### config.mk
export PLATFORM = sky130hd
export DESIGN_NAME = control_sequencer_flat
export DESIGN_NICKNAME = d
export VERILOG_FILES = /design/src/rtl/control_sequencer_if.sv /design/src/rtl/control_sequencer.sv /design/src/flat_wrapper.sv
export SDC_FILE = /design/constraint.sdc
export NUM_CORES = 1
export LEC_CHECK = 0
export CORE_MARGIN = 2
export CORE_UTILIZATION = 39
export CTS_CLUSTER_SIZE = 14
export DETAILED_ROUTE_END_ITERATION = 8
export GPL_TIMING_DRIVEN = 0
export PLACE_DENSITY = 0.92
export REMOVE_ABC_BUFFERS = 1
export SKIP_CTS_REPAIR_TIMING = 1
export SYNTH_ARGS = -nofsm -noshare
export SYNTH_HDL_FRONTEND = slang
export SYNTH_SLANG_ARGS = --single-unit
### constraint.sdc
create_clock -name clock -period 2.3 [get_ports clock]
set_clock_uncertainty 0.05 [all_clocks]
set_input_delay 0.345 -clock clock [delete_from_list [all_inputs] [get_ports clock]]
set_output_delay 0.345 -clock clock [all_outputs]
set_load 0.01 [all_outputs]
### src/rtl/control_sequencer_if.sv
`default_nettype none
// ============================================================================
//  Module      : control_sequencer_if
//  Description : Bundle of the fetch handshake, data-load handshake and
//                data_path control signals of control_sequencer.
//                master = sequencer side, slave = memory / data_path side.
//  Ports (master view):
//    out instruction_request, program_counter       instruction fetch
//    in  instruction_valid, instruction_data         fetch response
//    out memory_request, memory_address              data load request
//    in  memory_valid                                load response
//    out input/output register selectors, output_source_selector,
//        output_enable, alu_opcode, ir_immediate_1/2 data_path controls
//    out halted                                      HALT executed
//  Revision    : 1.0  initial release
// ============================================================================
interface control_sequencer_if #(
    parameter int PC_WIDTH       = 8,
    parameter int MEM_ADDR_WIDTH = 16
);
    logic                      instruction_request;
    logic [PC_WIDTH-1:0]       program_counter;
    logic                      instruction_valid;
    logic [31:0]               instruction_data;
    logic                      memory_request;
    logic [MEM_ADDR_WIDTH-1:0] memory_address;
    logic                      memory_valid;
    logic [1:0]                input_register_selector_1;
    logic [1:0]                input_register_selector_2;
    logic [1:0]                output_register_selector;
    logic [1:0]                output_source_selector;
    logic                      output_enable;
    logic [1:0]                alu_opcode;
    logic [31:0]               ir_immediate_1;
    logic [31:0]               ir_immediate_2;
    logic                      halted;

    modport master (
        output instruction_request, program_counter,
        input  instruction_valid, instruction_data,
        output memory_request, memory_address,
        input  memory_valid,
        output input_register_selector_1, input_register_selector_2,
        output output_register_selector, output_source_selector,
        output output_enable, alu_opcode, ir_immediate_1, ir_immediate_2,
        output halted
    );

    modport slave (
        input  instruction_request, program_counter,
        output instruction_valid, instruction_data,
        input  memory_request, memory_address,
        output memory_valid,
        input  input_register_selector_1, input_register_selector_2,
        input  output_register_selector, output_source_selector,
        input  output_enable, alu_opcode, ir_immediate_1, ir_immediate_2,
        input  halted
    );
endinterface
`default_nettype wire

### src/rtl/control_sequencer.sv
`default_nettype none
// ============================================================================
//  Module      : control_sequencer
//  Description : Multi-cycle instruction sequencer driving data_path controls.
//                Fetches one 32-bit instruction at a time, decodes it and
//                sequences register-file writeback from ALU, immediate or
//                data memory. One instruction in flight.
//  Ports:
//    clock    in  rising-edge clock
//    reset_n  in  asynchronous active-low reset
//    bus      control_sequencer_if.master (fetch/load handshakes, controls)
//  Revision    : 1.0  initial release
// ============================================================================
module control_sequencer #(
    parameter int PC_WIDTH       = 8,
    parameter int MEM_ADDR_WIDTH = 16
) (
    input  wire                   clock,
    input  wire                   reset_n,
    control_sequencer_if.master   bus
);

    typedef enum logic [1:0] {
        S_FETCH    = 2'd0,
        S_EXECUTE  = 2'd1,
        S_MEM_WAIT = 2'd2,
        S_HALTED   = 2'd3
    } state_t;

    localparam logic [1:0] CLASS_ALU   = 2'b00;
    localparam logic [1:0] CLASS_LDIMM = 2'b01;
    localparam logic [1:0] CLASS_LDMEM = 2'b10;

    state_t              state_q, state_d;
    logic [PC_WIDTH-1:0] pc_q, pc_d;
    logic [31:0]         ir_q, ir_d;
    logic [1:0]          w_class;

    assign w_class = ir_q[31:30];

    // State, program counter and instruction register.
    always_ff @(posedge clock or negedge reset_n) begin
        if (!reset_n) begin
            state_q <= S_FETCH;
            pc_q    <= '0;
            ir_q    <= '0;
        end else begin
            state_q <= state_d;
            pc_q    <= pc_d;
            ir_q    <= ir_d;
        end
    end

    // Next-state and handshake/strobe outputs.
    always_comb begin
        state_d                 = state_q;
        pc_d                    = pc_q;
        ir_d                    = ir_q;
        bus.instruction_request = 1'b0;
        bus.memory_request      = 1'b0;
        bus.output_enable       = 1'b0;
        bus.halted              = 1'b0;

        case (state_q)
            S_FETCH: begin
                // The state register already sits in FETCH while reset is
                // asserted; qualifying with reset_n keeps the request low
                // until reset is released.
                bus.instruction_request = reset_n;
                if (bus.instruction_valid) begin
                    ir_d    = bus.instruction_data;
                    pc_d    = pc_q + PC_WIDTH'(1);
                    state_d = S_EXECUTE;
                end
            end
            S_EXECUTE: begin
                case (w_class)
                    CLASS_ALU, CLASS_LDIMM: begin
                        bus.output_enable = 1'b1;
                        state_d           = S_FETCH;
                    end
                    CLASS_LDMEM: state_d = S_MEM_WAIT;
                    default:     state_d = S_HALTED;
                endcase
            end
            S_MEM_WAIT: begin
                bus.memory_request = 1'b1;
                if (bus.memory_valid) begin
                    bus.output_enable = 1'b1;
                    state_d           = S_FETCH;
                end
            end
            default: begin
                bus.halted = 1'b1;
            end
        endcase
    end

    // Writeback source follows the instruction class; a load-immediate picks
    // zero- or sign-extension from IR[28].
    always_comb begin
        bus.output_source_selector = 2'd0;
        case (w_class)
            CLASS_LDIMM: bus.output_source_selector = ir_q[28] ? 2'd2 : 2'd1;
            CLASS_LDMEM: bus.output_source_selector = 2'd3;
            default:     bus.output_source_selector = 2'd0;
        endcase
    end

    assign bus.program_counter           = pc_q;
    assign bus.memory_address            = (state_q == S_MEM_WAIT) ?
                                           ir_q[MEM_ADDR_WIDTH-1:0] : '0;
    assign bus.input_register_selector_1 = ir_q[25:24];
    assign bus.input_register_selector_2 = ir_q[23:22];
    assign bus.output_register_selector  = ir_q[27:26];
    assign bus.alu_opcode                = ir_q[29:28];
    assign bus.ir_immediate_1            = {10'b0, ir_q[21:0]};
    assign bus.ir_immediate_2            = {{10{ir_q[21]}}, ir_q[21:0]};

endmodule
`default_nettype wire
### src/flat_wrapper.sv
// flat-port wrapper written by rule: the top's interface ports become plain ports
module control_sequencer_flat 
#(
    parameter int PC_WIDTH       = 8,
    parameter int MEM_ADDR_WIDTH = 16
)
  (clock, reset_n, bus_instruction_request, bus_program_counter, bus_instruction_valid, bus_instruction_data, bus_memory_request, bus_memory_address, bus_memory_valid, bus_input_register_selector_1, bus_input_register_selector_2, bus_output_register_selector, bus_output_source_selector, bus_output_enable, bus_alu_opcode, bus_ir_immediate_1, bus_ir_immediate_2, bus_halted);
  control_sequencer_if #(.PC_WIDTH(PC_WIDTH), .MEM_ADDR_WIDTH(MEM_ADDR_WIDTH)) bus_i ();
  input  wire clock;
  input  wire reset_n;
  output wire logic [$bits(bus_i.instruction_request)-1:0] bus_instruction_request;
  output wire logic [$bits(bus_i.program_counter)-1:0] bus_program_counter;
  input wire logic [$bits(bus_i.instruction_valid)-1:0] bus_instruction_valid;
  input wire logic [$bits(bus_i.instruction_data)-1:0] bus_instruction_data;
  output wire logic [$bits(bus_i.memory_request)-1:0] bus_memory_request;
  output wire logic [$bits(bus_i.memory_address)-1:0] bus_memory_address;
  input wire logic [$bits(bus_i.memory_valid)-1:0] bus_memory_valid;
  output wire logic [$bits(bus_i.input_register_selector_1)-1:0] bus_input_register_selector_1;
  output wire logic [$bits(bus_i.input_register_selector_2)-1:0] bus_input_register_selector_2;
  output wire logic [$bits(bus_i.output_register_selector)-1:0] bus_output_register_selector;
  output wire logic [$bits(bus_i.output_source_selector)-1:0] bus_output_source_selector;
  output wire logic [$bits(bus_i.output_enable)-1:0] bus_output_enable;
  output wire logic [$bits(bus_i.alu_opcode)-1:0] bus_alu_opcode;
  output wire logic [$bits(bus_i.ir_immediate_1)-1:0] bus_ir_immediate_1;
  output wire logic [$bits(bus_i.ir_immediate_2)-1:0] bus_ir_immediate_2;
  output wire logic [$bits(bus_i.halted)-1:0] bus_halted;
  assign bus_instruction_request = bus_i.instruction_request;
  assign bus_program_counter = bus_i.program_counter;
  assign bus_i.instruction_valid = bus_instruction_valid;
  assign bus_i.instruction_data = bus_instruction_data;
  assign bus_memory_request = bus_i.memory_request;
  assign bus_memory_address = bus_i.memory_address;
  assign bus_i.memory_valid = bus_memory_valid;
  assign bus_input_register_selector_1 = bus_i.input_register_selector_1;
  assign bus_input_register_selector_2 = bus_i.input_register_selector_2;
  assign bus_output_register_selector = bus_i.output_register_selector;
  assign bus_output_source_selector = bus_i.output_source_selector;
  assign bus_output_enable = bus_i.output_enable;
  assign bus_alu_opcode = bus_i.alu_opcode;
  assign bus_ir_immediate_1 = bus_i.ir_immediate_1;
  assign bus_ir_immediate_2 = bus_i.ir_immediate_2;
  assign bus_halted = bus_i.halted;
  control_sequencer #(.PC_WIDTH(PC_WIDTH), .MEM_ADDR_WIDTH(MEM_ADDR_WIDTH)) u_core (.clock(clock), .reset_n(reset_n), .bus(bus_i));
endmodule
After elaboration in Yosys (flattened, before gate mapping)
Index checks and enable logic that the tools add are counted.
- register bits: 42
- input port bits: 36
- output and inout bits: 102
- word-level logic and storage cells: 30
- add/subtract/negate cells: 1
- equality and inequality tests: 6
- muxes and demuxes: 13
- reduce and logical (&&, ||, !) cells: 7
- operator list (cell ; count):
    16-bit two-way mux ; 1
    8-bit by 1-bit adder with 8-bit output (second input constant) ; 1
    2-bit case mux with 2 select lines ; 2
    2-bit two-way mux ; 3
    2-bit case mux with 3 select lines ; 1
    1-bit two-way mux ; 5
    2-bit by 1-bit == test with 1-bit output (second input constant) ; 2
    2-bit == test (second input constant) ; 2
    2-bit logical NOT ; 2
    2-bit inequality test (second input constant) ; 2
    3-bit AND reduction ; 1
    3-bit nonzero test ; 1
    3-bit OR reduction ; 1
    1-bit case mux with 2 select lines ; 1
    2-bit AND reduction ; 1
    2-bit OR reduction ; 1

Longest topological paths before layout
Gate-level depths: netlist of run 1.
- word-level depth: 4
- mapped depth: 7
- gate-level depth less buffers: 5

Least setup slack after synthesis of run 1
OpenSTA, ideal clock, no wires.
- kind: register -> output
- start: reg u_core.state_q[0]
- end: out bus_memory_address[15]
- arrival: 1201 ps
- data required time: 1905 ps
- path slack: 704 ps
- cell stages (with the launch flop): 5
- path buffers: 1
- path through: dfrtp_1 inv_1 ha_1 clkbuf_1 and2_1
- word-level cells in the longest chain between the ends: 2
- ends and longest elaborated chain (element ; RTL line ; RTL):
    start, declared ; control_sequencer.sv:34 ; state_t state_q, state_d;
    start signal, assigned ; control_sequencer.sv:48 ; state_q <= state_d;
    2-bit == test ; control_sequencer.sv:111 ; assign bus.memory_address = (state_q == S_MEM_WAIT) ?
    16-bit two-way mux ; control_sequencer.sv:111 ;
    end, declared ; flat_wrapper.sv:16 ; output wire logic [$bits(bus_i.memory_address)-1:0] bus_memory_address;
Every way passes these cells.

Worst setup path in the final report of run 1
- start: reg u_core.state_q[0]
- end: out bus_memory_address[7]
Same word-level chain as after synthesis.

==> key figures, run 1 <==
Clocking
  – CTS sink cnt: 42
  – Worst-path clk slew: 0.08 ns
  – TritonCTS buffer count: 5
  – H-tree Lvls: 2
  – CTS tree: built
  – Root Driver: clkbuf_8
  – Longest Clk Path Bufs: 2
  – Insertion delay to the later sink of the worst-skew pair: 0.29 ns

Cells and area
  – Diodes inserted: 0
  – Post-Layout Inst Area: 3480 µm²
  – Area added between synthesis and finish: 41.3%
  – Net count, final: 336
  – Layout cell share with drive strength beyond 1: 6.85%

Synth
  – Sequential-to-total area share from yosys stat: 42.7%
  – Synth async-reset ratio: 100%
  – Adder-Cell Fraction of Synth Area: 4.57%
  – Post-synthesis register bit count: 42
  – Post-synthesis xor/xnor area fraction: 2.49%
  – Post-synthesis compound-gate area fraction: 2.13%
  – Mux contribution to synthesized area: 15.0%
  – Post-synth EDFFs: 0
  – Fraction of the mapped netlist area in simple logic gates: 8.48%
  – Syn Area/Cell: 11.3 µm²
  – Main combinational cell family by area after synthesis: buffers and inverters
  – Syn Inst Count: 218
  – Count of cell types in the netlist: 26
  – Ys flop type: dfrtp_1
  – Synthesized cell area: 2460 µm²
  – Ys Warns: 0

Outcome
  – Status: completed

Global routing
  – GR Overflow Total: 0
  – Vias in the first global route: 1746
  – Gr usage total: 14.5%
  – Largest net degree at the start of global routing: 37
  – Initial antenna violation count: 0
  – First-pass GRT wire length: 8.15 mm

Drt
  – Residual DRC: 0
  – Via count: 1665
  – Post-DR vias/cell: 4.54
  – Routed wire length: 5.26 mm
  – DR WL/cell: 14.3 µm
  – DR pass1 iterations: 4
  – 1st-iter DRT viols: 18
  – Final ANT Viol Nets: 0

Min path
  – Hold/Removal Path Class: register to register
  – Hold_sp: u_core.bus.program_counter[7]

Die
  – Initial Util: 40.9%
  – Core area: 6030 µm²
  – Die Footprint: 6970 µm²
  – Io pins: 138
  – Die Height: 83.5 µm
  – Row count: 28
  – Die width: 83.5 µm

Worst setup path
  – Element type at the critical path end: output port
  – Worst R2R Start: u_core.state_q[1]
  – Startpoint types: register
  – Critical setup path kind: register to output port
  – Critical path startpoint: u_core.state_q[0]
  – R2r setup slk: 0.18 ns
  – Crit path largest cell delay: 0.56 ns
  – Crit Path Max Fanout: 8
  – CP cell instances: inv_2 > ha_4 > buf_4 > and2_1 > clkdlybuf4s50_1
  – Worst EP arrival: 1.82 ns
  – Crit-path slowest cell: clkdlybuf4s50_1
  – Worst endpoint required time: 1.90 ns

Timing
  – Period utilization: 96.2%
  – Pins Over Slew Limit: 0
  – Max frequency: 452 MHz
  – Worst hold slack: 0.424 ns
  – Worst Tran Pin Value: 0.818 ns
  – Slew headroom: 45.4%
  – Tmin final: 2.21 ns
  – Fin. Hold Viols: 0
  – Endpoints failing setup: 0

Power and ir drop
  – Switch share: 20.7%
  – Comb pwr share: 6.4%
  – Sequential share of power: 52.3%
  – Clk pwr share: 41.3%
  – P_leak: 0.00158 µW
  – Pwr Density: 405 nW/µm²
  – Sw power: 292 µW
  – VDD IR-drop max: 0.272 mV
  – Internal cell power: 1120 µW

Placed design
  – PortBufs: 127
  – RePlAce Congestion: 0.741
  – Dpl hpwl: 3.88 mm
  – Placed inst area: 3300 µm²

Run
  – Max_cap viols: 0
## kinds of logic after synthesis
| group | count (synthesis) |
|---|---|
| buffers and inverters | 82 |
| DFF | 42 |
| and+or+nand+nor | 35 |
| muxes | 33 |
| adders and majority gates | 9 |
| AOI/OAI and AO/OA | 9 |
| xor gates and xnor gates | 7 |
| other | 1 |
## through the flow
stage	utilization [%]	power, µW	setup slack [ns]	cells	setup TNS [ns]
3_5_place_dp	54.8	840	-0.138	353	-0.782
2_1_floorplan	-	760	0.148	150	0
5_1_grt	57.8	1480	-0.000398	367	-0.000398
4_1_cts	56.7	1430	-0.461	361	-6.54
6_report	57.8	1410	0.0875	367	0
3_3_place_gp	54.4	833	-1.16	352	-26.07
## synth_stat cells, types with 2 or more instances
library cell / number / area, µm²
nor2b_1: 3 / 18.8
buf_6: 3 / 33.8
inv_1: 5 / 18.8
nand4_1: 3 / 18.8
buf_4: 73 / 548
o21ai_0: 3 / 15.0
and2_1: 17 / 106
nand2_1: 5 / 18.8
nor2_1: 2 / 7.51
a21oi_1: 3 / 15.0
mux2_1: 29 / 327
mux2i_1: 2 / 20.0
dfrtp_1: 42 / 1050
xnor2_1: 7 / 61.3
ha_1: 9 / 113
mux2_2: 2 / 22.5
## area by class of cell
cell class                 instances  area (µm²)
tap                               75        93.8
clock inverter                     3        45.0
multi-input combinational        103         856
timing repair buffer             134        1350
sequential                        42        1050
clock buffer                       5        68.8
fill                             504        2540
inverter                           5        18.8
## critical path, delay by kind of cell (launching register included)
family	cells	cell delay [ns]
flip-flops	1	0.41
adder cells (fa/ha/maj)	1	0.14
buffers and inverters	3	0.82
AND/OR/NAND/NOR	1	0.15
## routing by layer
layer | track usage [%] | share of wire, % | wire (µm) | vias to the layer above
li1 | - | - | - | 769
met4 | 3.08 | 0.70 | 37 | 0
met3 | 7.62 | 13 | 704 | 6
met2 | 25.4 | 49 | 2560 | 97
met5 | 0 | 0 | 0 | -
met1 | 15.6 | 37 | 1960 | 793
## state kept, by name (all words and copies together) (netlist names)
name                        flops
u_core.bus.program_counter      8
u_core.state_q                  2
u_core.ir_q                    32
## cell usage in the layout, fill, tap and decap left out, types with 4 or more instances in the layout
cell and n:
nand2_1 5, dfrtp_1 42, clkbuf_8 5, clkdlybuf4s50_1 125
inv_1 4, xnor2_1 7, mux2_1 29, and2_1 16
conb_1 10, ha_1 8
## power by group through the flow
stage	sequential [µW]	clock [µW]	combinational [µW]
floorplan	753	0	7.57
detailed placement	752	0	87.4
finish	738	582	90.9
global placement	753	0	80.4
global route	738	640	99.8
CTS	738	605	87.4
## worst paths after layout
| check | endpoint | cells after the start |
|---|---|---|
| max in group asynchronous | u_core.ir_q[5] | 3 |
| min | u_core.bus.program_counter[7] | 1 |
| min in group asynchronous | u_core.bus.program_counter[3] | 3 |
| max reg2reg | u_core.ir_q[15] | 4 |
| max | bus_memory_address[7] | 5 |
| min reg2reg | u_core.bus.program_counter[7] | 1 |
No activity file was read; power rests on OpenSTA's default activity.
==> inputs of run 2 (changes only) <==
--- a/config.mk
+++ b/config.mk
@@ -12,6 +12,7 @@
 export GPL_TIMING_DRIVEN = 0
 export PLACE_DENSITY = 0.92
 export REMOVE_ABC_BUFFERS = 1
+export SETUP_SLACK_MARGIN = 0.15
 export SKIP_CTS_REPAIR_TIMING = 1
 export SYNTH_ARGS = -nofsm -noshare
 export SYNTH_HDL_FRONTEND = slang
==> run 2 against run 1 <==
Hold slack better by 0.0018 ns; global-route usage unchanged; non-clock buffer count increased by 1; critical endpoint is now bus_instruction_request; largest cell class unchanged.
==> key figures, run 2 (synthesis gave the netlist of run 1 again) <==
Outcome
  – Status: completed (unchanged)

Cells and area
  – Final core occ: 58.9% (was 57.8%)
  – Layout cell share with drive strength beyond 1: 7.85% (was 6.85%)
  – Most common cell after layout, fill and taps aside: clkdlybuf4s50_1 (unchanged)
  – Post-Layout Inst Area: 3550 µm² (was 3480 µm²)
  – Top reg by flops: u_core.ir_q (unchanged)
  – Finished Layout Cells: 368 (was 367)
  – Net count, final: 337 (was 336)
  – Storage element area: 1050 µm² (unchanged)
  – Commonest cells after routing, fill and taps aside: clkdlybuf4s50_1, dfrtp_1, mux2_1 (unchanged)
  – Fill count: 491 (was 504)
  – Max FFs per register: 32 (unchanged)
  – Multi-input logic area: 868 µm² (was 856 µm²)
  – Diodes inserted: 0 (unchanged)
  – Area added between synthesis and finish: 44.1% (was 41.3%)

Drt
  – 1st-iter DRT viols: 22 (was 18)
  – DR pass1 iterations: 4 (unchanged)
  – Residual DRC: 0 (unchanged)
  – Post-DR vias/cell: 4.60 (was 4.54)
  – Final ANT Viol Nets: 0 (unchanged)
  – Routed wire length: 5.40 mm (was 5.26 mm)
  – Via count: 1693 (was 1665)
  – DR WL/cell: 14.7 µm (was 14.3 µm)

Clocking
  – CTS tree: built (unchanged)
  – Root Driver: clkbuf_8 (unchanged)
  – CTS sink cnt: 42 (unchanged)
  – Worst-path clk slew: 0.08 ns (about the same)
  – TritonCTS buffer count: 5 (unchanged)
  – Longest Clk Path Bufs: 2 (unchanged)
  – H-tree Lvls: 2 (unchanged)
  – Insertion delay to the later sink of the worst-skew pair: 0.29 ns (about the same)

Worst setup path
  – R2r setup slk: 0.30 ns (was 0.18 ns)
  – R2R Path End: u_core.ir_q[16] (was u_core.ir_q[15])
  – Crit path largest cell delay: 0.53 ns (was 0.56 ns)
  – Critical path startpoint: u_core.state_q[1] (was u_core.state_q[0])
  – CP top delay family: buffers and inverters (unchanged)
  – Crit-path slowest cell: clkdlybuf4s50_1 (unchanged)
  – Element type at the critical path end: output port (unchanged)
  – Worst EP arrival: 1.69 ns (was 1.82 ns)
  – Worst R2R Start: u_core.state_q[1] (unchanged)
  – R2R depth: 4 (unchanged)
  – Worst endpoint required time: 1.90 ns (about the same)
  – Crit Path Max Fanout: 6 (was 8)
  – Number of buffer and inverter stages on the critical path: 2 (was 3)
  – CP cell instances: inv_2 > ha_4 > and2_2 > clkdlybuf4s50_1 (was inv_2 > ha_4 > buf_4 > and2_1 > clkdlybuf4s50_1)
  – Startpoint types: register (unchanged)
  – Critical setup path kind: register to output port (unchanged)

Power and ir drop
  – Sequential share of power: 52.5% (was 52.3%)
  – Clk pwr share: 41.0% (was 41.3%)
  – Internal cell power: 1120 µW (unchanged)
  – P_leak: 0.00191 µW (was 0.00158 µW)
  – Comb pwr share: 6.5% (was 6.4%)
  – Pwr Density: 396 nW/µm² (was 405 nW/µm²)
  – Switch share: 20.3% (was 20.7%)
  – Sw power: 285 µW (was 292 µW)
  – VDD IR-drop max: 0.271 mV (was 0.272 mV)

Timing
  – Period utilization: 90.7% (was 96.2%)
  – Fin. Hold Viols: 0 (unchanged)
  – Pins Over Slew Limit: 0 (unchanged)
  – Max frequency: 479 MHz (was 452 MHz)
  – Slew headroom: 45.9% (was 45.4%)
  – RSZ-0062 raised after global routing: false
  – Tmin final: 2.09 ns (was 2.21 ns)
  – Worst Tran Pin Value: 0.812 ns (was 0.818 ns)
  – Endpoints failing setup: 0 (unchanged)
  – Final WS setup: 0.214 ns (was 0.0875 ns)

Global routing
  – First-pass GRT wire length: 8.15 mm (unchanged)
  – Largest net degree at the start of global routing: 37 (unchanged)
  – Initial antenna violation count: 0 (unchanged)
  – Gr usage total: 14.5% (unchanged)
  – Vias in the first global route: 1746 (unchanged)
  – GR Overflow Total: 0 (unchanged)

Min path
  – Worst hold path endpoint: u_core.bus.program_counter[7] (unchanged)
  – WHS Path Cells: 1 (unchanged)
  – Hold/Removal Path Class: register to register (unchanged)
  – Hold_sp: u_core.bus.program_counter[7] (unchanged)

Die
  – Die width: 83.5 µm (unchanged)
  – Row count: 28 (unchanged)
  – Io pins: 138 (unchanged)
  – Die Footprint: 6970 µm² (unchanged)
  – Core area: 6030 µm² (unchanged)
  – Die Height: 83.5 µm (unchanged)
  – Initial Util: 40.9% (unchanged)

Run
  – Max_cap viols: 0 (unchanged)

Placed design
  – RePlAce Congestion: 0.741 (unchanged)
  – Dpl hpwl: 3.88 mm (unchanged)
  – Dpl cells: 353 (unchanged)
  – PortBufs: 127 (unchanged)
  – Dpl ws: -0.138 ns (unchanged)
  – Placed inst area: 3300 µm² (unchanged)
## run 2: changes by cell type in the layout (fill, tap and decap cells not counted)
| cell | previous run | this run |
|---|---|---|
| ha_1 | 8 | 7 |
| inv_2 | 1 | 2 |
| inv_1 | 4 | 3 |
| dlymetal6s2s_1 | 1 | 19 |
| clkdlybuf4s50_1 | 125 | 107 |
| buf_6 | 0 | 1 |
| ha_4 | 1 | 2 |
## run 2: cell type report
cell class                 instances  area share (%)
timing repair buffer             135            39.6
sequential                        42            29.6
multi-input combinational        103            24.5
tap                               75            2.64
clock buffer                       5            1.94
clock inverter                     3            1.27
inverter                           5           0.529
## run 2: worst max-delay path by stage
stage | endpoint | slack, ns | cells after the start
2_1_floorplan | u_core.ir_q[15] | 0.15 | 4
3_3_place_gp | bus_instruction_request | -1.16 | 3
3_5_place_dp | bus_output_enable | -0.14 | 5
4_1_cts | bus_output_enable | -0.46 | 5
5_1_grt | bus_instruction_request | 0.13 | 4
6_report | bus_instruction_request | 0.21 | 4
## run 2: power by group through the flow
stage,registers (µW),clock network [µW],logic (µW)
after floorplan,753,0,7.57
after global placement,753,0,80.4
after detailed placement,752,0,87.4
after CTS,738,605,87.4
after global routing,738,639,99.9
final,738,576,91.0
## run 2: routing by layer
layer | up-vias | part of all wire (%) | GRT usage, %
li1 | 773 | - | -
met1 | 808 | 37 | 15.6
met2 | 107 | 49 | 25.4
met3 | 5 | 13 | 7.62
met4 | 0 | 0.67 | 3.08
met5 | - | 0 | 0
## run 2: metrics by stage
stage               setup TNS, ns  hold WS [ns]  power (µW)
finish                          0         0.426        1400
global route                    0         0.450        1480
CTS                         -6.54       -0.0327        1430
detailed placement         -0.782         0.297         840
global placement           -26.07         0.410         833
floorplan                       0     -0.000591         760
## run 2: worst register-to-register path: cells and delay by family (launching register included)
kind,cells,cell delay (ns)
buffers and inverters,1,0.12
adder cells (fa/ha/maj),1,0.16
flip-flops,1,0.45
AND/OR/NAND/NOR,1,0.67
multiplexers,1,0.44
